`config.mk`:
```
export PLATFORM = sky130hd
export DESIGN_NAME = mano_seq_ctrl_flat
export DESIGN_NICKNAME = d
export VERILOG_FILES = /design/src/rtl/mano_seq_ctrl_if.sv /design/src/rtl/mano_seq_ctrl.sv /design/src/flat_wrapper.sv
export SDC_FILE = /design/constraint.sdc
export NUM_CORES = 1
export LEC_CHECK = 0
export CAP_MARGIN = 10
export CORE_UTILIZATION = 43
export CTS_CLUSTER_DIAMETER = 60
export DETAILED_ROUTE_END_ITERATION = 10
export GPL_TIMING_DRIVEN = 0
export PLACE_DENSITY = 0.83
export SETUP_SLACK_MARGIN = 0.1
export SLEW_MARGIN = 5
export SYNTH_ARGS = -nofsm -noshare
export SYNTH_HDL_FRONTEND = slang
export SYNTH_SLANG_ARGS = --single-unit
```
`constraint.sdc`:
```
create_clock -name clk -period 4.2 [get_ports clk]
set_clock_uncertainty 0.1 [all_clocks]
set_input_delay 0.42 -clock clk [delete_from_list [all_inputs] [get_ports clk]]
set_output_delay 0.42 -clock clk [all_outputs]
set_load 0.02 [all_outputs]
```
`src/rtl/mano_seq_ctrl_if.sv`:
```
// Handshake and status bundle between the Mano sequencer and the rest of the CPU.
// The sequencer takes the slave side; the IR/execute/memory environment takes the master side.
interface mano_seq_ctrl_if #(
    parameter int SC_W = 4
);
    logic                   start;
    logic [2:0]             ir_op;
    logic                   ir_i;
    logic                   mem_ready;
    logic                   sc_clr;
    logic                   hlt;
    logic                   int_req;
    logic [SC_W-1:0]        sc;
    logic [(1<<SC_W)-1:0]   t;
    logic [7:0]             d;
    logic                   i_ff;
    logic                   r_ff;
    logic                   mem_rd;
    logic                   mem_wr;
    logic                   busy;
    logic                   sc_err;

    modport slave (
        input  start, ir_op, ir_i, mem_ready, sc_clr, hlt, int_req,
        output sc, t, d, i_ff, r_ff, mem_rd, mem_wr, busy, sc_err
    );

    modport master (
        output start, ir_op, ir_i, mem_ready, sc_clr, hlt, int_req,
        input  sc, t, d, i_ff, r_ff, mem_rd, mem_wr, busy, sc_err
    );
endinterface

```
`src/rtl/mano_seq_ctrl.sv`:
```
// Mano basic-computer instruction-cycle sequencer: SC, one-hot T, latched D/I, fetch/indirect/interrupt handshakes.
// Define MANO_INTERRUPT_EN to build the interrupt cycle (R flip-flop, INTR state, mem_wr at RT1).
module mano_seq_ctrl #(
    parameter int SC_W = 4
) (
    input  logic           clk,
    input  logic           rst_n,
    mano_seq_ctrl_if.slave bus
);
    localparam int              T_W    = 1 << SC_W;
    localparam logic [1:0]      S_IDLE = 2'd0;
    localparam logic [1:0]      S_RUN  = 2'd1;
    localparam logic [1:0]      S_INTR = 2'd2;
    localparam logic [1:0]      S_HALT = 2'd3;
    localparam logic [SC_W-1:0] SC_MAX = '1;

    logic [1:0]      r_state;
    logic [SC_W-1:0] r_sc;
    logic [7:0]      r_d;
    logic            r_i_ff;
    logic            r_sc_err;
    logic            w_run;
    logic            w_intr;
    logic            w_rd;
    logic            w_wr;
    logic            w_stall;
    logic            w_r_ff;
    logic [T_W-1:0]  w_t;

    assign w_run  = (r_state == S_RUN);
    assign w_intr = (r_state == S_INTR);
    // T1 is always an IR fetch; T3 reads the effective address only for memory-reference indirect ops.
    assign w_rd   = w_run && ((r_sc == SC_W'(1)) ||
                              ((r_sc == SC_W'(3)) && !r_d[7] && r_i_ff));

`ifdef MANO_INTERRUPT_EN
    logic r_r_ff;
    assign w_r_ff = r_r_ff;
    assign w_wr   = w_intr && (r_sc == SC_W'(1));
`else
    logic w_unused;
    assign w_unused = bus.int_req;
    assign w_r_ff   = 1'b0;
    assign w_wr     = 1'b0;
`endif

    assign w_stall = (w_rd | w_wr) & ~bus.mem_ready;

    always_comb begin
        w_t = '0;
        if (w_run || w_intr) w_t[r_sc] = 1'b1;
    end

    always_ff @(posedge clk or negedge rst_n) begin
        if (!rst_n) begin
            r_state  <= S_IDLE;
            r_sc     <= '0;
            r_d      <= '0;
            r_i_ff   <= 1'b0;
            r_sc_err <= 1'b0;
`ifdef MANO_INTERRUPT_EN
            r_r_ff   <= 1'b0;
`endif
        end else begin
            case (r_state)
                S_IDLE, S_HALT: begin
                    if (bus.start) begin
                        r_state <= S_RUN;
                        r_sc    <= '0;
                    end
                end
                S_RUN: begin
                    if (r_sc == SC_W'(2)) begin
                        r_d    <= 8'(1) << bus.ir_op;
                        r_i_ff <= bus.ir_i;
                    end
                    if (bus.hlt) begin
                        r_state <= S_HALT;
                        r_sc    <= '0;
                    end
`ifdef MANO_INTERRUPT_EN
                    else if ((r_sc == '0) && bus.int_req && !r_r_ff) begin
                        r_r_ff  <= 1'b1;
                        r_state <= S_INTR;
                        r_sc    <= '0;
                    end
`endif
                    else if (bus.sc_clr) begin
                        r_sc <= '0;
                    end else if (!w_stall) begin
                        r_sc <= r_sc + 1'b1;
                        if (r_sc == SC_MAX) r_sc_err <= 1'b1;
                    end
                end
`ifdef MANO_INTERRUPT_EN
                // RT0..RT2 run to completion; hlt and sc_clr cannot cut the return-address save short.
                S_INTR: begin
                    if (r_sc == SC_W'(2)) begin
                        r_r_ff  <= 1'b0;
                        r_state <= S_RUN;
                        r_sc    <= '0;
                    end else if (!w_stall) begin
                        r_sc <= r_sc + 1'b1;
                    end
                end
`endif
                default: begin
                    r_state <= S_IDLE;
                    r_sc    <= '0;
                end
            endcase
        end
    end

    assign bus.sc     = r_sc;
    assign bus.t      = w_t;
    assign bus.d      = r_d;
    assign bus.i_ff   = r_i_ff;
    assign bus.r_ff   = w_r_ff;
    assign bus.mem_rd = w_rd;
    assign bus.mem_wr = w_wr;
    assign bus.busy   = w_run | w_intr;
    assign bus.sc_err = r_sc_err;
endmodule

```
`src/flat_wrapper.sv`:
```
// flat-port wrapper written by rule: the top's interface ports become plain ports
module mano_seq_ctrl_flat 
#(
    parameter int SC_W = 4
)
  (clk, rst_n, bus_start, bus_ir_op, bus_ir_i, bus_mem_ready, bus_sc_clr, bus_hlt, bus_int_req, bus_sc, bus_t, bus_d, bus_i_ff, bus_r_ff, bus_mem_rd, bus_mem_wr, bus_busy, bus_sc_err);
  mano_seq_ctrl_if #(.SC_W(SC_W)) bus_i ();
  input  logic clk;
  input  logic rst_n;
  input wire logic [$bits(bus_i.start)-1:0] bus_start;
  input wire logic [$bits(bus_i.ir_op)-1:0] bus_ir_op;
  input wire logic [$bits(bus_i.ir_i)-1:0] bus_ir_i;
  input wire logic [$bits(bus_i.mem_ready)-1:0] bus_mem_ready;
  input wire logic [$bits(bus_i.sc_clr)-1:0] bus_sc_clr;
  input wire logic [$bits(bus_i.hlt)-1:0] bus_hlt;
  input wire logic [$bits(bus_i.int_req)-1:0] bus_int_req;
  output wire logic [$bits(bus_i.sc)-1:0] bus_sc;
  output wire logic [$bits(bus_i.t)-1:0] bus_t;
  output wire logic [$bits(bus_i.d)-1:0] bus_d;
  output wire logic [$bits(bus_i.i_ff)-1:0] bus_i_ff;
  output wire logic [$bits(bus_i.r_ff)-1:0] bus_r_ff;
  output wire logic [$bits(bus_i.mem_rd)-1:0] bus_mem_rd;
  output wire logic [$bits(bus_i.mem_wr)-1:0] bus_mem_wr;
  output wire logic [$bits(bus_i.busy)-1:0] bus_busy;
  output wire logic [$bits(bus_i.sc_err)-1:0] bus_sc_err;
  assign bus_i.start = bus_start;
  assign bus_i.ir_op = bus_ir_op;
  assign bus_i.ir_i = bus_ir_i;
  assign bus_i.mem_ready = bus_mem_ready;
  assign bus_i.sc_clr = bus_sc_clr;
  assign bus_i.hlt = bus_hlt;
  assign bus_i.int_req = bus_int_req;
  assign bus_sc = bus_i.sc;
  assign bus_t = bus_i.t;
  assign bus_d = bus_i.d;
  assign bus_i_ff = bus_i.i_ff;
  assign bus_r_ff = bus_i.r_ff;
  assign bus_mem_rd = bus_i.mem_rd;
  assign bus_mem_wr = bus_i.mem_wr;
  assign bus_busy = bus_i.busy;
  assign bus_sc_err = bus_i.sc_err;
  mano_seq_ctrl #(.SC_W(SC_W)) u_core (.clk(clk), .rst_n(rst_n), .bus(bus_i));
endmodule
```
### Word-level counts from Yosys, hierarchy flattened

Cells that the tools add are included.

| operators by class | value |
|---|---|
| add/subtract/negate cells | 1 |
| magnitude comparators | 2 |
| equal/unequal tests | 10 |
| shift-type cells | 1 |
| multiplexer cells | 11 |
| bitwise gates (word level) | 6 |
| reductions and logical operators | 13 |

Operators by type and width:

| cell | number |
|---|---|
| two-way mux 16 bit | 1 |
| two-way mux 4 bit | 4 |
| equality test 4 x 2 -> 1 bit, second input constant | 2 |
| one-hot mux 4 bit (2 select lines) | 1 |
| left shift 1 x 3 -> 8 bit, first input constant | 1 |
| AND reduction 2 bit | 3 |
| less-than comparator 4 x 5 -> 1 bit, second input constant | 1 |
| AND reduction 5 bit | 1 |
| adder 4 x 1 -> 4 bit, second input constant | 1 |
| demux 1 bit (select 4 bit) | 1 |
| equality test 2 bit, second input constant | 2 |
| equality test 4 x 1 -> 1 bit, second input constant | 1 |
| equality test 4 bit, second input constant | 1 |
| >= comparator 4 x 1 -> 1 bit, second input constant | 1 |
| logical AND 1 bit | 4 |
| two-way mux 2 bit | 2 |
| != test 2 bit, second input constant | 2 |
| != test 4 bit, second input constant | 1 |
| inverter 1 bit | 4 |
| one-hot mux 2 bit (2 select lines) | 1 |
| equality test 2 x 1 -> 1 bit, second input constant | 1 |
| zero test 2 bit | 1 |
| logical OR 1 bit | 2 |
| OR reduction 2 bit | 1 |
| other kinds (4) | 4 |

| storage, ports and cells | value |
|---|---|
| bits in registers | 16 |
| bits of input ports | 11 |
| output and inout bits | 34 |

### Depth between registers and ports, before layout

Gate-level depths: netlist of the first run.

| logic depth | value |
|---|---|
| word-level depth | 10 |
| gate-level depth with buffers | 6 |
| gate-level depth less buffers | 6 |

### Worst setup path after synthesis of the first run

Ideal clock, no wire load.

| timing path | value |
|---|---|
| path type | reg-to-output |
| start | register u_core.r_state[0] |
| end | output port bus_t[0] |
| arrival time | 1.497 ns |
| data required time | 3.680 ns |
| setup slack | 2.183 ns |
| stages on the path, launching flop included | 6 |
| buffers on the path | 0 |
| cell sequence | dfrtp_1 -> inv_1 -> ha_1 -> inv_1 -> nand2_1 -> nor3_1 |

| on the way | value |
|---|---|
| longest elaborated chain between the ends | 3 |
| elaborated cells on any way between the ends | 4 |
| those cells by class | eq/ne: 2; mux: 1; reduce/logical: 1 |

Ends and longest elaborated chain:

| element | RTL line | RTL |
|---|---|---|
| from (decl) | mano_seq_ctrl.sv:17 | `logic [1:0] r_state;` |
| from (signal assigned) | mano_seq_ctrl.sv:56 | `r_state <= S_IDLE;` |
| from (signal assigned) | mano_seq_ctrl.sv:68 | `r_state <= S_RUN;` |
| from (signal assigned) | mano_seq_ctrl.sv:78 | `r_state <= S_HALT;` |
| equality test 2 x 1 -> 1 bit or equality test 2 bit (tied branches) | mano_seq_ctrl.sv:30, mano_seq_ctrl.sv:31 |  |
| logical OR 1 bit (*) | mano_seq_ctrl.sv:51 | `if (w_run \|\| w_intr) w_t[r_sc] = 1'b1;` |
| two-way mux 16 bit (*) | mano_seq_ctrl.sv:51 |  |
| to (decl) | flat_wrapper.sv:18 | `output wire logic [$bits(bus_i.t)-1:0] bus_t;` |

Every way passes the cells marked *; elsewhere a longest branch is shown, timed or not.

### Worst setup path after layout of the first run

| timing path | value |
|---|---|
| start | register u_core.r_state[0] |
| end | output port bus_t[3] |

Same word-level chain as after synthesis.

==> results.sh, run 1 <==
export IMPL_crit_chain="inv_1 > ha_1 > inv_1 > nand2_1 > nor3_1 > clkdlybuf4s50_1"
export IMPL_cts_tree="built"
export IMPL_grt_overflow=0
export IMPL_finalHoldViolCount=0
export IMPL_ir_worst_vdd_v=0.0004663
export IMPL_routed_wl_um=2313
export IMPL_die_w_um=49.52
export IMPL_multi_input_area_um2=514.2
export IMPL_cts_setup_buffers=0
export IMPL_maxCapViolations=0
export IMPL_clkSlewWorstSetupHoldPaths_ps=90
export IMPL_worstMarginPinSlew_ps=674.4
export IMPL_cpMostUsedCell="inv_1"
export IMPL_critPathCaptureType="output port"
export IMPL_port_buffers=39
export IMPL_critPathArrivalTime_ps=2150
export IMPL_route_detailed_drc=0
export IMPL_antenna_found_initial=0
export IMPL_rows=16
export IMPL_worst_slack_ps=1531
export IMPL_gp_congestion=0.7879
export IMPL_final_nets=174
export IMPL_finalCriticalPeriod_ps=2669
export IMPL_cts_sinks=16
export IMPL_final_seq_area_um2=400.4
export IMPL_preCtsSetupSlack_ps=1848
export IMPL_postLayoutCoreUtil_pct=70.28
export IMPL_cpPeakStageDelay_ps=640
export IMPL_layout_drive_gt1_share_pct=9.615
export IMPL_grt_max_degree=17
export IMPL_rsz0062_at_grt="no"
export IMPL_grt_pass1_wl_um=4022
export IMPL_stdcell_area_um2=1435
export IMPL_power_mw=0.7767
export IMPL_area_growth_pct=47.81
export IMPL_seq_area_frac_synth_pct=41.24
export IMPL_grt_pass1_vias=926
export IMPL_ys_types=30
export IMPL_setup_viol=0
export IMPL_netlist_area_um2=970.9
export IMPL_vias_per_cell=5.224
export IMPL_required_ps=3680
export IMPL_nFillCells=176
export IMPL_slowest_stage="clkdlybuf4s50_1"
export IMPL_dpl_cell_area_um2=1399
export IMPL_cts_buffer_depth=2
export IMPL_critPathKind="register to output port"
export IMPL_p_leak_nw=0.6228
export IMPL_syn_mean_instance_area_um2=8.669
export IMPL_dr_total_vias=956
export IMPL_min_period_over_period_pct=63.55
export IMPL_core_region_area_um2=2042
export IMPL_io_pins=45
export IMPL_min_delay_path_class="register to register"
export IMPL_clock_latency_ps=280
export IMPL_die_y_um=49.52
export IMPL_slew_violations=0
export IMPL_dieArea_um2=2452
export IMPL_grtUsageTotal_pct=21.31
export IMPL_worstSetupStartpointType="register"
export IMPL_synth_seq_cells=16
export IMPL_place_hpwl_um=1866
export IMPL_netlist_instances=112
export IMPL_numCtsBuffers=3
export IMPL_post_cts_resized=0
export IMPL_clock_tree_root_cell="clkbuf_4"
export IMPL_initial_core_util_pct=47.55
export IMPL_synth_warnings=0
export IMPL_path_max_fanout=5
export IMPL_wl_per_cell_um=12.64
export IMPL_first_pass_iters=4
export IMPL_fmax_mhz=374.7
export IMPL_cts_hold_buf=0
export IMPL_antenna_cells=0
export IMPL_power_density_nw_per_um2=541.2
export IMPL_drt_iter0_markers=24
export IMPL_status="finished, final reports clean"
export IMPL_fin_tns_setup_ps=0
export IMPL_antenna_left=0
export IMPL_cts_max_level=1
export IMPL_slew_headroom_pct=54.90
## synthesized netlist by cell type, drive strengths merged
master	count	area (um2)
o211ai	1	7.510
o31ai	2	15.01
dfrtp	16	400.4
or3	1	6.260
nand2	22	85.09
o2bb2ai	1	8.760
nor3	5	25.02
clkbuf	5	18.77
nand2b	3	18.77
mux2	1	11.26
nand3	4	25.02
o21ai	6	30.03
conb	1	3.750
buf	2	15.01
and3b	1	12.51
a21bo	1	10.01
o211a	1	10.01
o2111ai	1	15.01
ha	6	75.07
mux2i	2	20.02
o41ai	3	33.79
inv	7	26.28
a21oi	2	10.01
nor2	15	56.30
nor3b	1	12.51
a41o	1	11.26
nand3b	1	7.510
## final cells by class
class                           count  area share [%]
Inverter                            7           1.831
Tap cell                           27           2.354
Timing Repair Buffer               39           27.20
Multi-Input combinational cell     83           35.83
Clock buffer                        4           2.528
Buffer                              7           2.354
Sequential cell                    16           27.90
## worst paths after layout
check / start / slack, ps / cells past startpoint / end
setup / recovery: u_core.r_state[0] / 1530 / 6 / bus_t[3]
hold / removal: u_core.bus.sc_err / 360 / 1 / u_core.bus.sc_err
max in group asynchronous: rst_n / 3130 / 1 / u_core.bus.sc[0]
setup reg to reg: u_core.bus.sc[0] / 2400 / 5 / u_core.bus.sc[3]
min in group asynchronous: rst_n / 440 / 1 / u_core.bus.d[5]
hold reg to reg: u_core.bus.sc_err / 360 / 1 / u_core.bus.sc_err
## cells in the final DEF (no fill, tap or decap), types with 5 or more instances in the layout
cell and instances:
clkbuf_1 5, clkdlybuf4s50_1 39, dfrtp_1 16, ha_1 6
inv_1 7, nand2_1 21, nor2_1 15, nor3_1 5
o21ai_0 6
## worst max-delay path, delay by kind of cell (launching register included)
kind                       cells  cell delay (ps)
and+or+nand+nor                2              320
adders and majority gates      1              300
buffers and inverters          3              850
DFF                            1              400
## layer usage
metal  wire length [um]  track usage [%]
met1                920            22.94
met2               1219            40.09
met3                138            3.086
met4                 34            10.00
met5                  0                0
## cell families after synthesis
group / count (synthesis) / synth area share (%)
and+or+nand+nor: 53 / 25.64
adders and majority gates: 6 / 7.732
DFF: 16 / 41.24
AOI/OAI and AO/OA: 19 / 15.59
other: 1 / 0.3862
muxes: 3 / 3.222
buffers and inverters: 14 / 6.186
## power by group
part           total, mW  leakage [nW]  internal, mW  switching, mW
logic              0.429         0.418         0.191          0.238
clock network     0.0983        0.0210        0.0528         0.0455
registers          0.249         0.184         0.210         0.0392
total              0.777         0.623         0.454          0.323
## metrics by stage
stage / hold slack [ps] / cells
6_report: 364.3 / 183
5_1_grt: 401.3 / 183
4_1_cts: 369.2 / 183
3_5_place_dp: 349.6 / 179
3_3_place_gp: 349.3 / 179
2_1_floorplan: 24.41 / 113
## state kept, by name, indices dropped and copies added, names as in the netlist
name               flops
u_core.r_state         2
u_core.bus.sc          4
u_core.bus.sc_err      1
u_core.bus.d           8
u_core.bus.i_ff        1
No activity file was read; power rests on OpenSTA's default activity.
==> inputs of run 2 (changes only) <==
--- a/config.mk
+++ b/config.mk
@@ -6,11 +6,11 @@
 export NUM_CORES = 1
 export LEC_CHECK = 0
 export CAP_MARGIN = 10
-export CORE_UTILIZATION = 43
+export CORE_UTILIZATION = 36
 export CTS_CLUSTER_DIAMETER = 60
 export DETAILED_ROUTE_END_ITERATION = 10
 export GPL_TIMING_DRIVEN = 0
-export PLACE_DENSITY = 0.83
+export PLACE_DENSITY = 0.74
 export SETUP_SLACK_MARGIN = 0.1
 export SLEW_MARGIN = 5
 export SYNTH_ARGS = -nofsm -noshare
==> constraint.sdc (replaced) <==
create_clock -name clk -period 2.4 [get_ports clk]
set_clock_uncertainty 0.1 [all_clocks]
set_input_delay 0.24 -clock clk [delete_from_list [all_inputs] [get_ports clk]]
set_output_delay 0.24 -clock clk [all_outputs]
set_load 0.02 [all_outputs]
==> results.sh, run 2 (synthesis results as in run 1) <==
export IMPL_drt_iter0_markers=11
export IMPL_grt_overflow=0
export IMPL_cts_max_level=1
export IMPL_power_density_nw_per_um2=941.8
export IMPL_cts_tree="built"
export IMPL_rsz0062_at_grt="no"
export IMPL_slowest_stage="dfrtp_1"
export IMPL_antenna_cells=0
export IMPL_fin_tns_setup_ps=0
export IMPL_dp_cells=182
export IMPL_r2r_slack_ps=670
export IMPL_cts_sinks=16
export IMPL_cts_buffer_depth=2
export IMPL_dr_total_vias=936
export IMPL_area_growth_pct=46.26
export IMPL_largest_reg_flops=8
export IMPL_hp_start="bus_ir_op[1]"
export IMPL_slew_headroom_pct=53.33
export IMPL_grt_max_degree=17
export IMPL_slew_violations=0
export IMPL_clkSlewWorstSetupHoldPaths_ps=90
export IMPL_antenna_found_initial=0
export IMPL_postLayoutCoreUtil_pct=56.30
export IMPL_finalCriticalPeriod_ps=2129
export IMPL_first_pass_iters=4
export IMPL_final_nets=174
export IMPL_dpl_cell_area_um2=1403
export IMPL_p_sw_mw=0.5607
export IMPL_p_sw_share_pct=41.92
export IMPL_routed_wl_um=2296
export IMPL_nFillCells=257
export IMPL_fin_cells=186
export IMPL_die_y_um=53.93
export IMPL_die_w_um=53.93
export IMPL_gp_congestion=0.8107
export IMPL_r2r_end="u_core.bus.sc[3]"
export IMPL_io_pins=45
export IMPL_critPathKind="register to output port"
export IMPL_power_internal_mw=0.7767
export IMPL_core_region_area_um2=2522
export IMPL_final_common_cell="clkdlybuf4s50_1"
export IMPL_worstSetupStartpointType="register"
export IMPL_layout_common_cells="clkdlybuf4s50_1, nand2_1, dfrtp_1"
export IMPL_status="finished, final reports clean"
export IMPL_port_buffers=39
export IMPL_initial_core_util_pct=38.49
export IMPL_worst_slack_ps=270.9
export IMPL_min_delay_path_class="input pin to register"
export IMPL_layout_drive_gt1_share_pct=10.90
export IMPL_critPathCaptureType="output port"
export IMPL_wl_per_cell_um=12.34
export IMPL_hold_ws_ps=226.3
export IMPL_critPathArrivalTime_ps=1790
export IMPL_reg2reg_from="u_core.bus.sc[0]"
export IMPL_p_leak_nw=0.7085
export IMPL_path_max_fanout=5
export IMPL_cts_hold_buf=0
export IMPL_route_detailed_drc=0
export IMPL_required_ps=2060
export IMPL_clock_tree_root_cell="clkbuf_4"
export IMPL_rr_worst_depth=5
export IMPL_setup_viol=0
export IMPL_combPwrFrac_pct=54.8
export IMPL_hold_depth=3
export IMPL_min_period_over_period_pct=88.71
export IMPL_ir_worst_vdd_v=0.0006272
export IMPL_cts_setup_buffers=0
export IMPL_vias_per_cell=5.032
export IMPL_grtUsageTotal_pct=18.27
export IMPL_crit_chain="inv_1 > ha_1 > inv_1 > nand2_1 > nor3_1 > dlygate4sd2_1"
export IMPL_fmax_mhz=469.7
export IMPL_preCtsSetupSlack_ps=252.9
export IMPL_stdcell_area_um2=1420
export IMPL_place_hpwl_um=1831
export IMPL_power_mw=1.337
export IMPL_antenna_left=0
export IMPL_cpPeakStageDelay_ps=380
export IMPL_seqPwrFrac_pct=32.3
export IMPL_cpMostUsedCell="inv_1"
export IMPL_holdPathEnd="u_core.bus.d[3]"
export IMPL_grt_pass1_wl_um=3870
export IMPL_dieArea_um2=2908
export IMPL_rows=18
export IMPL_grt_pass1_vias=913
export IMPL_clkPwrFrac_pct=12.9
export IMPL_clock_latency_ps=270
export IMPL_numCtsBuffers=3
export IMPL_maxCapViolations=0
export IMPL_worstMarginPinSlew_ps=697.9
export IMPL_finalHoldViolCount=0
==> run 2: changes by cell type in the layout (fill, tap and decap cells not counted) <==
cell	delta
clkdlybuf4s50_1	-17
ha_2	+1
dlygate4sd2_1	+15
dlymetal6s2s_1	+1
clkbuf_2	+1
ha_1	-1
==> run 2: power by group through the flow <==
stage / Clock [mW] / Sequential (mW) / Combinational, mW
after floorplan: 0 / 0.530 / 0.327
final: 0.173 / 0.432 / 0.733
after global routing: 0.192 / 0.446 / 0.808
after detailed placement: 0 / 0.435 / 0.759
after CTS: 0.179 / 0.433 / 0.746
after global placement: 0 / 0.435 / 0.738
==> run 2: worst max path at each step <==
stage                      startpoint         end  slack, ps  cells past startpoint
floorplan           u_core.r_state[0]    bus_t[0]        560                      5
global placement    u_core.r_state[0]    bus_t[0]        320                      6
detailed placement  u_core.r_state[0]    bus_t[1]        250                      6
CTS                  u_core.bus.sc[1]  bus_mem_rd        130                      4
global route        u_core.r_state[0]    bus_t[2]        130                      6
finish              u_core.r_state[0]    bus_t[2]        270                      6
==> run 2: final cells by class <==
cell class	instances	area, um2	share of cell area, %
Sequential cell	16	400.4	28.19
Timing Repair Buffer	39	369.1	25.99
Buffer	7	33.78	2.379
Multi-Input combinational cell	83	516.7	36.39
Inverter	7	26.28	1.850
Clock buffer	4	36.28	2.555
Tap cell	30	37.54	2.643
==> run 2: worst max-delay path, delay by kind of cell (launching register included) <==
family	cells	cell delay [ps]
and+or+nand+nor	2	290
DFF	1	380
buffers and inverters	3	540
adders and majority gates	1	300
==> run 2: timing repair <==
item | 4_1_cts | 5_1_grt
endpoints found under the hold margin | 0 | 0
gates resized for setup | 17 | 4
setup endpoints to repair | 17 | 2
==> run 2: layer usage <==
layer  vias up  wire [um]  global-route usage [%]
met3         2        206                   3.672
met4         0         27                   6.579
met5         -          0                       0
met2        41       1075                   33.54
li1        460          -                       -
met1       433        986                   20.53
==> inputs of run 3 (changes only) <==
--- a/config.mk
+++ b/config.mk
@@ -5,6 +5,7 @@
 export SDC_FILE = /design/constraint.sdc
 export NUM_CORES = 1
 export LEC_CHECK = 0
+export ABC_CLOCK_PERIOD_IN_PS = 2400
 export CAP_MARGIN = 10
 export CORE_UTILIZATION = 36
 export CTS_CLUSTER_DIAMETER = 60
==> results of run 3 <==
Same layout as run 2: the final DEF is identical, and so are final timing and power.
